### config.mk
export PLATFORM = sky130hd
export DESIGN_NAME = mem_access_stage
export DESIGN_NICKNAME = d
export VERILOG_FILES = /design/src/rtl/mem_stage_pkg.sv /design/src/rtl/D_FF_En_VAR.sv /design/src/rtl/mem_wait_timer.sv /design/src/rtl/mem_access_stage.sv
export SDC_FILE = /design/constraint.sdc
export NUM_CORES = 1
export LEC_CHECK = 0
export BUFFER_PORTS_ARGS = -buffer_cell sky130_fd_sc_hd__buf_2
export CORE_MARGIN = 10
export CORE_UTILIZATION = 48
export DETAILED_ROUTE_END_ITERATION = 7
export HOLD_SLACK_MARGIN = 0.02
export MAX_ROUTING_LAYER = met4
export PLACE_DENSITY = 0.76
export REMOVE_ABC_BUFFERS = 1
export SLEW_MARGIN = 20
export SYNTH_ARGS = -nofsm -noshare
export SYNTH_HDL_FRONTEND = slang
export SYNTH_HIERARCHICAL = 1
export SYNTH_SLANG_ARGS = --single-unit
### constraint.sdc
create_clock -name clk -period 1.9 [get_ports clk]
set_input_delay 0.095 -clock clk [delete_from_list [all_inputs] [get_ports clk]]
set_output_delay 0.095 -clock clk [all_outputs]
set_load 0.01 [all_outputs]
### src/rtl/mem_stage_pkg.sv
// Shared types and control-field positions for the MEM pipeline stage.
// Latency: n/a (types and constants only).
// Backpressure: n/a.
package mem_stage_pkg;

    typedef enum logic {
        IDLE   = 1'b0,
        ACCESS = 1'b1
    } mem_state_t;

    // Bit positions inside the 3-bit {MemWrite, MemtoReg, RegWrite} control bundle
    localparam int CTRL_MEMWRITE = 2;
    localparam int CTRL_MEMTOREG = 1;
    localparam int CTRL_REGWRITE = 0;

    // Any instruction that touches data memory (a load sets MemtoReg, a store sets MemWrite)
    function automatic logic is_mem_op(input logic [2:0] ctrl);
        return ctrl[CTRL_MEMWRITE] | ctrl[CTRL_MEMTOREG];
    endfunction

endpackage

### src/rtl/D_FF_En_VAR.sv
// Variable-width D flip-flop with write enable and synchronous clear.
// Latency: 1 cycle from d to q when write_en is high.
// Backpressure: none; write_en low simply holds the stored value.
module D_FF_En_VAR #(
    parameter int WIDTH = 64
) (
    input  logic             clk,
    input  logic             reset,
    input  logic             write_en,
    input  logic [WIDTH-1:0] d,
    output logic [WIDTH-1:0] q
);

    // Storage: clear on reset, capture d when enabled
    always_ff @(posedge clk) begin
        if (reset) begin
            q <= '0;
        end else if (write_en) begin
            q <= d;
        end
    end

endmodule

### src/rtl/mem_wait_timer.sv
// Wait-state counter for an outstanding memory access; flags the last allowed cycle.
// Latency: expired is combinational from the count; count updates on the next edge.
// Backpressure: none; enable low holds the count, and it saturates rather than wrapping.
module mem_wait_timer #(
    parameter int TIMEOUT = 16,
    parameter int CNT_W   = 5
) (
    input  logic clk,
    input  logic reset,
    input  logic clear,
    input  logic enable,
    output logic expired
);

    localparam logic [CNT_W-1:0] LAST = CNT_W'(TIMEOUT - 1);

    logic [CNT_W-1:0] count;

    // Count wait cycles; stop at LAST so the counter can never wrap back to zero
    always_ff @(posedge clk) begin
        if (reset || clear) begin
            count <= '0;
        end else if (enable && (count != LAST)) begin
            count <= count + 1'b1;
        end
    end

    assign expired = (count == LAST);

endmodule

### src/rtl/mem_access_stage.sv
// MEM stage: issues the data-memory access over req/ack and registers the MEM/WB boundary.
// Latency: 1 cycle for non-memory ops; loads/stores take 2 cycles minimum plus memory wait states.
// Backpressure: stall (combinational) holds EX/MEM while a request is pending, until ack or timeout.
module mem_access_stage
    import mem_stage_pkg::*;
#(
    parameter int TIMEOUT = 16,
    parameter int CNT_W   = 5
) (
    input  logic        clk,
    input  logic        reset,
    input  logic [63:0] ALU_LSR_result,
    input  logic [63:0] Db,
    input  logic [2:0]  control,
    input  logic [4:0]  Rd,
    output logic        mem_req,
    output logic        mem_we,
    output logic [63:0] mem_addr,
    output logic [63:0] mem_wdata,
    input  logic [63:0] mem_rdata,
    input  logic        mem_ack,
    output logic        stall,
    output logic [63:0] wb_data,
    output logic [4:0]  wb_Rd,
    output logic        wb_RegWrite,
    output logic        mem_fault
);

    mem_state_t state;

    logic mem_write;
    logic mem_to_reg;
    logic reg_write;
    logic mem_op;
    logic misaligned;
    logic in_idle;
    logic in_access;
    logic start;
    logic ack_done;
    logic timed_out;
    logic expired;
    logic complete;

    logic [63:0] wb_data_d;
    logic        wb_rw_d;

    assign mem_write  = control[CTRL_MEMWRITE];
    assign mem_to_reg = control[CTRL_MEMTOREG];
    assign reg_write  = control[CTRL_REGWRITE];
    assign mem_op     = is_mem_op(control);
    assign misaligned = mem_op && (ALU_LSR_result[2:0] != 3'b000);

    assign in_idle   = (state == IDLE);
    assign in_access = (state == ACCESS);

    // A misaligned access never reaches memory; it is faulted straight from IDLE
    assign start     = in_idle && mem_op && !misaligned;
    // Ack is only meaningful while a request is outstanding; ack beats timeout
    assign ack_done  = in_access && mem_ack;
    assign timed_out = in_access && !mem_ack && expired;

    // Upstream is released in the cycle the access finishes (ack or timeout)
    assign stall = start || (in_access && !mem_ack && !expired);

    // Instruction retires into MEM/WB either directly (no memory op) or on ack
    assign complete  = (in_idle && !mem_op) || ack_done;
    assign wb_data_d = (ack_done && mem_to_reg) ? mem_rdata : ALU_LSR_result;
    // Every other cycle is a bubble so a stalled instruction never writes twice
    assign wb_rw_d   = complete && reg_write;

    // Access FSM and request register: fields latched once at issue, held until ack or timeout
    always_ff @(posedge clk) begin
        if (reset) begin
            state     <= IDLE;
            mem_req   <= 1'b0;
            mem_we    <= 1'b0;
            mem_addr  <= '0;
            mem_wdata <= '0;
        end else if (start) begin
            state     <= ACCESS;
            mem_req   <= 1'b1;
            mem_we    <= mem_write && !mem_to_reg;
            mem_addr  <= ALU_LSR_result;
            mem_wdata <= Db;
        end else if (ack_done || timed_out) begin
            state     <= IDLE;
            mem_req   <= 1'b0;
        end
    end

    // Fault pulse: one cycle after a misaligned request or a wait-state timeout
    always_ff @(posedge clk) begin
        if (reset) begin
            mem_fault <= 1'b0;
        end else begin
            mem_fault <= (in_idle && misaligned) || timed_out;
        end
    end

    mem_wait_timer #(
        .TIMEOUT (TIMEOUT),
        .CNT_W   (CNT_W)
    ) u_timer (
        .clk     (clk),
        .reset   (reset),
        .clear   (!in_access),
        .enable  (in_access && !mem_ack),
        .expired (expired)
    );

    D_FF_En_VAR #(.WIDTH(64)) u_wb_data (
        .clk      (clk),
        .reset    (reset),
        .write_en (1'b1),
        .d        (wb_data_d),
        .q        (wb_data)
    );

    D_FF_En_VAR #(.WIDTH(5)) u_wb_rd (
        .clk      (clk),
        .reset    (reset),
        .write_en (1'b1),
        .d        (Rd),
        .q        (wb_Rd)
    );

    D_FF_En_VAR #(.WIDTH(1)) u_wb_rw (
        .clk      (clk),
        .reset    (reset),
        .write_en (1'b1),
        .d        (wb_rw_d),
        .q        (wb_RegWrite)
    );

endmodule

==> run_results.csv <==
group,metric,value,unit
finish,final_cell_mix,"buf_2 (401), nand2b_1 (251), dfxtp_1 (204), dlygate4sd3_1 (201), mux2i_1 (195)",
worst_setup_path,critPathMaxFanout,5,
die,num_rows,51,
pwr,ir_drop,0.7202,mV
finish,final_cells,1767,
sta,fin_crit_sh,0.9713,
die,start_util,0.4875,
die,num_io_pins,405,
cts,h-tree-depth,1,
routing,vias,8886,
worst_setup_path,worstPathRequired,1800,ps
sta,relSlewSlack,0.6329,
worst_setup_path,critPathMaxStageDelay,330,ps
sta,min_period,1846,ps
synth,ys_ff_latch,206,
place,pre_cts_slack,237.7,ps
sta,setup_violations,0,
synth,synthAdderAreaFrac,0.002646,
finish,final_common_cell,"buf_2",
synth,synth.avg_cell_area,10.59,um^2
worst_setup_path,endpoint_kind,"output port",
global_route,grt_overflow,0,
synth,synth_compound_area_frac,0.006086,
cts,clockBufferDepth,3,
synth,yosys_warnings,6,
worst_setup_path,worstSetupPathType,"register to output port",
flow_run,drv_cap,0,
place,io_buffers,404,
place,gp_congestion,0.8606,
sta,max_freq,541.8,MHz
worst_setup_path,worst_setup_path_start_kind,"register",
sta,fin_ws,54.47,ps
routing,dr.pass1.iters,6,
synth,synth-edff-count,0,
routing,post-route-drc-count,0,
die,die-height,160.4,um
routing,antenna_left,0,
run_status,status,"finished, final reports clean",
sta,drv_slew,0,
synth,synth_top_family_by_area,"multiplexers",
cts,clock-sinks,206,
synth,synth-simple-area-share,0.2117,
synth,synth-seq-area-share,0.4361,
cts,root_buffer,"clkbuf_16",
worst_setup_path,crit_slowest_cell,"dfxtp_2",
sta,hold_viol,0,
global_route,grt_pass1_vias,9665,
synth,netlist_area,0.009457,mm^2
synth,synth.area.mux_share,0.2826,
global_route,grt_pass1_wl,54.12,mm
place,dp_hpwl,21.70,mm
worst_setup_path,critPathArrivalTime,1750,ps
routing,drtIter0Drc,440,
global_route,track_usage,0.2640,
routing,via_per_inst,5.029,
finish,final.fill_count,1256,
synth,ys_types,35,
worst_setup_path,cp_num_buf_inv,1,
cts,clk_latency,500,ps
finish,drive_above_1_share,0.3616,
cts,path_clk_slew,60,ps
synth,synth_cells,893,
finish,nets,1689,
die,die_w,160.4,um
finish,area_growth,52.20,%
cts,cts_tree,"yes",
routing,routedWlPerCell,19.91,um
synth,synth_ff_type,"dfxtp_1",
die,dieArea,0.02572,mm^2
sta,skew,9.820,ps
sta,worst_pin_slew,550.6,ps
synth,synthArstFlopShare,0,
routing,drt-total-wl,35.18,mm
hold_path,worstHoldPathType,"input pin to register",
synth,synthXorXnorAreaFrac,0.001852,
global_route,antenna_found_initial,3,
global_route,grt_max_degree,87,
cts,cts_buffers,23,
pwr,pwr_density_cell,746.4,mW/mm^2
die,core-area,0.01940,mm^2
pwr,leakage,6.615,nW
place,dp.cells,1524,
worst_setup_path,crit_chain,"ha_2, and3_1, ha_4, nand2b_1, nand2_1, buf_6",
worst_setup_path,critical_path.top_delay_family,"simple AND/OR/NAND/NOR gates",
[area by class of cell]
class / count / area [um^2] / area share
flip-flops and latches: 206 / 4126 / 0.2867
multi-input cells: 623 / 4838 / 0.3362
well taps: 265 / 331.6 / 0.02304
clock buffers: 32 / 679.4 / 0.04720
repair buffers: 628 / 4309 / 0.2994
clock inverters: 8 / 92.59 / 0.006433
inverters: 2 / 7.507 / 0.0005216
diodes: 3 / 7.507 / 0.0005216
[repair_timing]
item / 4_1_cts / 5_1_grt
setup endpoints to repair: 1 / 2
endpoints found under the hold margin: 197 / 0
resized for setup: 2 / 8
setup buffers: 0 / 0
hold buffers: 201 / 0
pin swaps: 1 / 2
[registers in the layout, summed over array words and instances, names as in the netlist]
register       count
in_access          1
mem_addr          64
mem_fault          1
mem_wdata         64
mem_we             1
u_timer/count      5
u_wb_data/q       64
u_wb_rd/q          5
u_wb_rw/q          1
[worst reg2reg max path: cells and delay by family, from the launching register on]
family	cells	cell delay [ps]
and+or+nand+nor	2	420
muxes	2	490
DFF	1	390
buffers and inverters	1	330
[final timing paths]
| path | startpoint | depth (start not counted) | slack [ps] | to |
|---|---|---|---|---|
| max | u_timer/count[0] | 6 | 50 | stall |
| min | mem_ack | 4 | 100 | in_access |
| max reg2reg | in_access | 5 | 160 | u_wb_data/q[44] |
| min reg2reg | mem_addr[31] | 2 | 470 | mem_addr[31] |
[per-stage QoR]
step | area, um^2 | hold WS, ps | total power [mW] | setup TNS [ps] | utilization
detailed placement | 11560 | 336.4 | 5.895 | 0 | 0.5958
global route | 14390 | 113.9 | 11.11 | -4.662 | 0.7419
floorplan | 8917 | 164.1 | 5.291 | -497060 | -
finish | 14390 | 95.50 | 10.74 | 0 | 0.7419
global placement | 11560 | 332.7 | 5.867 | 0 | 0.5958
CTS | 14350 | 23.32 | 10.74 | 0 | 0.7397
[per-layer routing]
layer | share of wire | vias to the layer above | global-route usage
met1 | 0.38 | 4174 | 0.2856
li1 | - | 4135 | -
met2 | 0.49 | 463 | 0.4462
met3 | 0.078 | 114 | 0.06851
met5 | 0 | - | -
met4 | 0.049 | 0 | 0.1240
[where the power goes]
group          total [mW]  internal, mW  switching [mW]
clock network        4.51          2.75            1.76
registers            4.59          4.49          0.0980
logic                1.64         0.900           0.743
[Yosys cell counts, types with 4 or more instances]
master	instances	area, um^2
a21oi_1	6	30.03
buf_1	6	22.52
buf_12	12	240.2
buf_2	7	35.03
buf_8	7	105.1
clkbuf_1	28	105.1
dfxtp_1	206	4124
mux2_2	64	720.7
mux2i_1	195	1952
nand2_1	4	15.01
nand2b_1	251	1570
nor2_1	74	277.8
[logic make-up after synthesis]
family,Yosys count
mux,259
simple gates,347
other cells,1
flops,206
compound gates,10
buf+inv,66
fa+ha+maj,2
xor+xnor,2
Note: power is estimated with default switching activity, not from simulation.
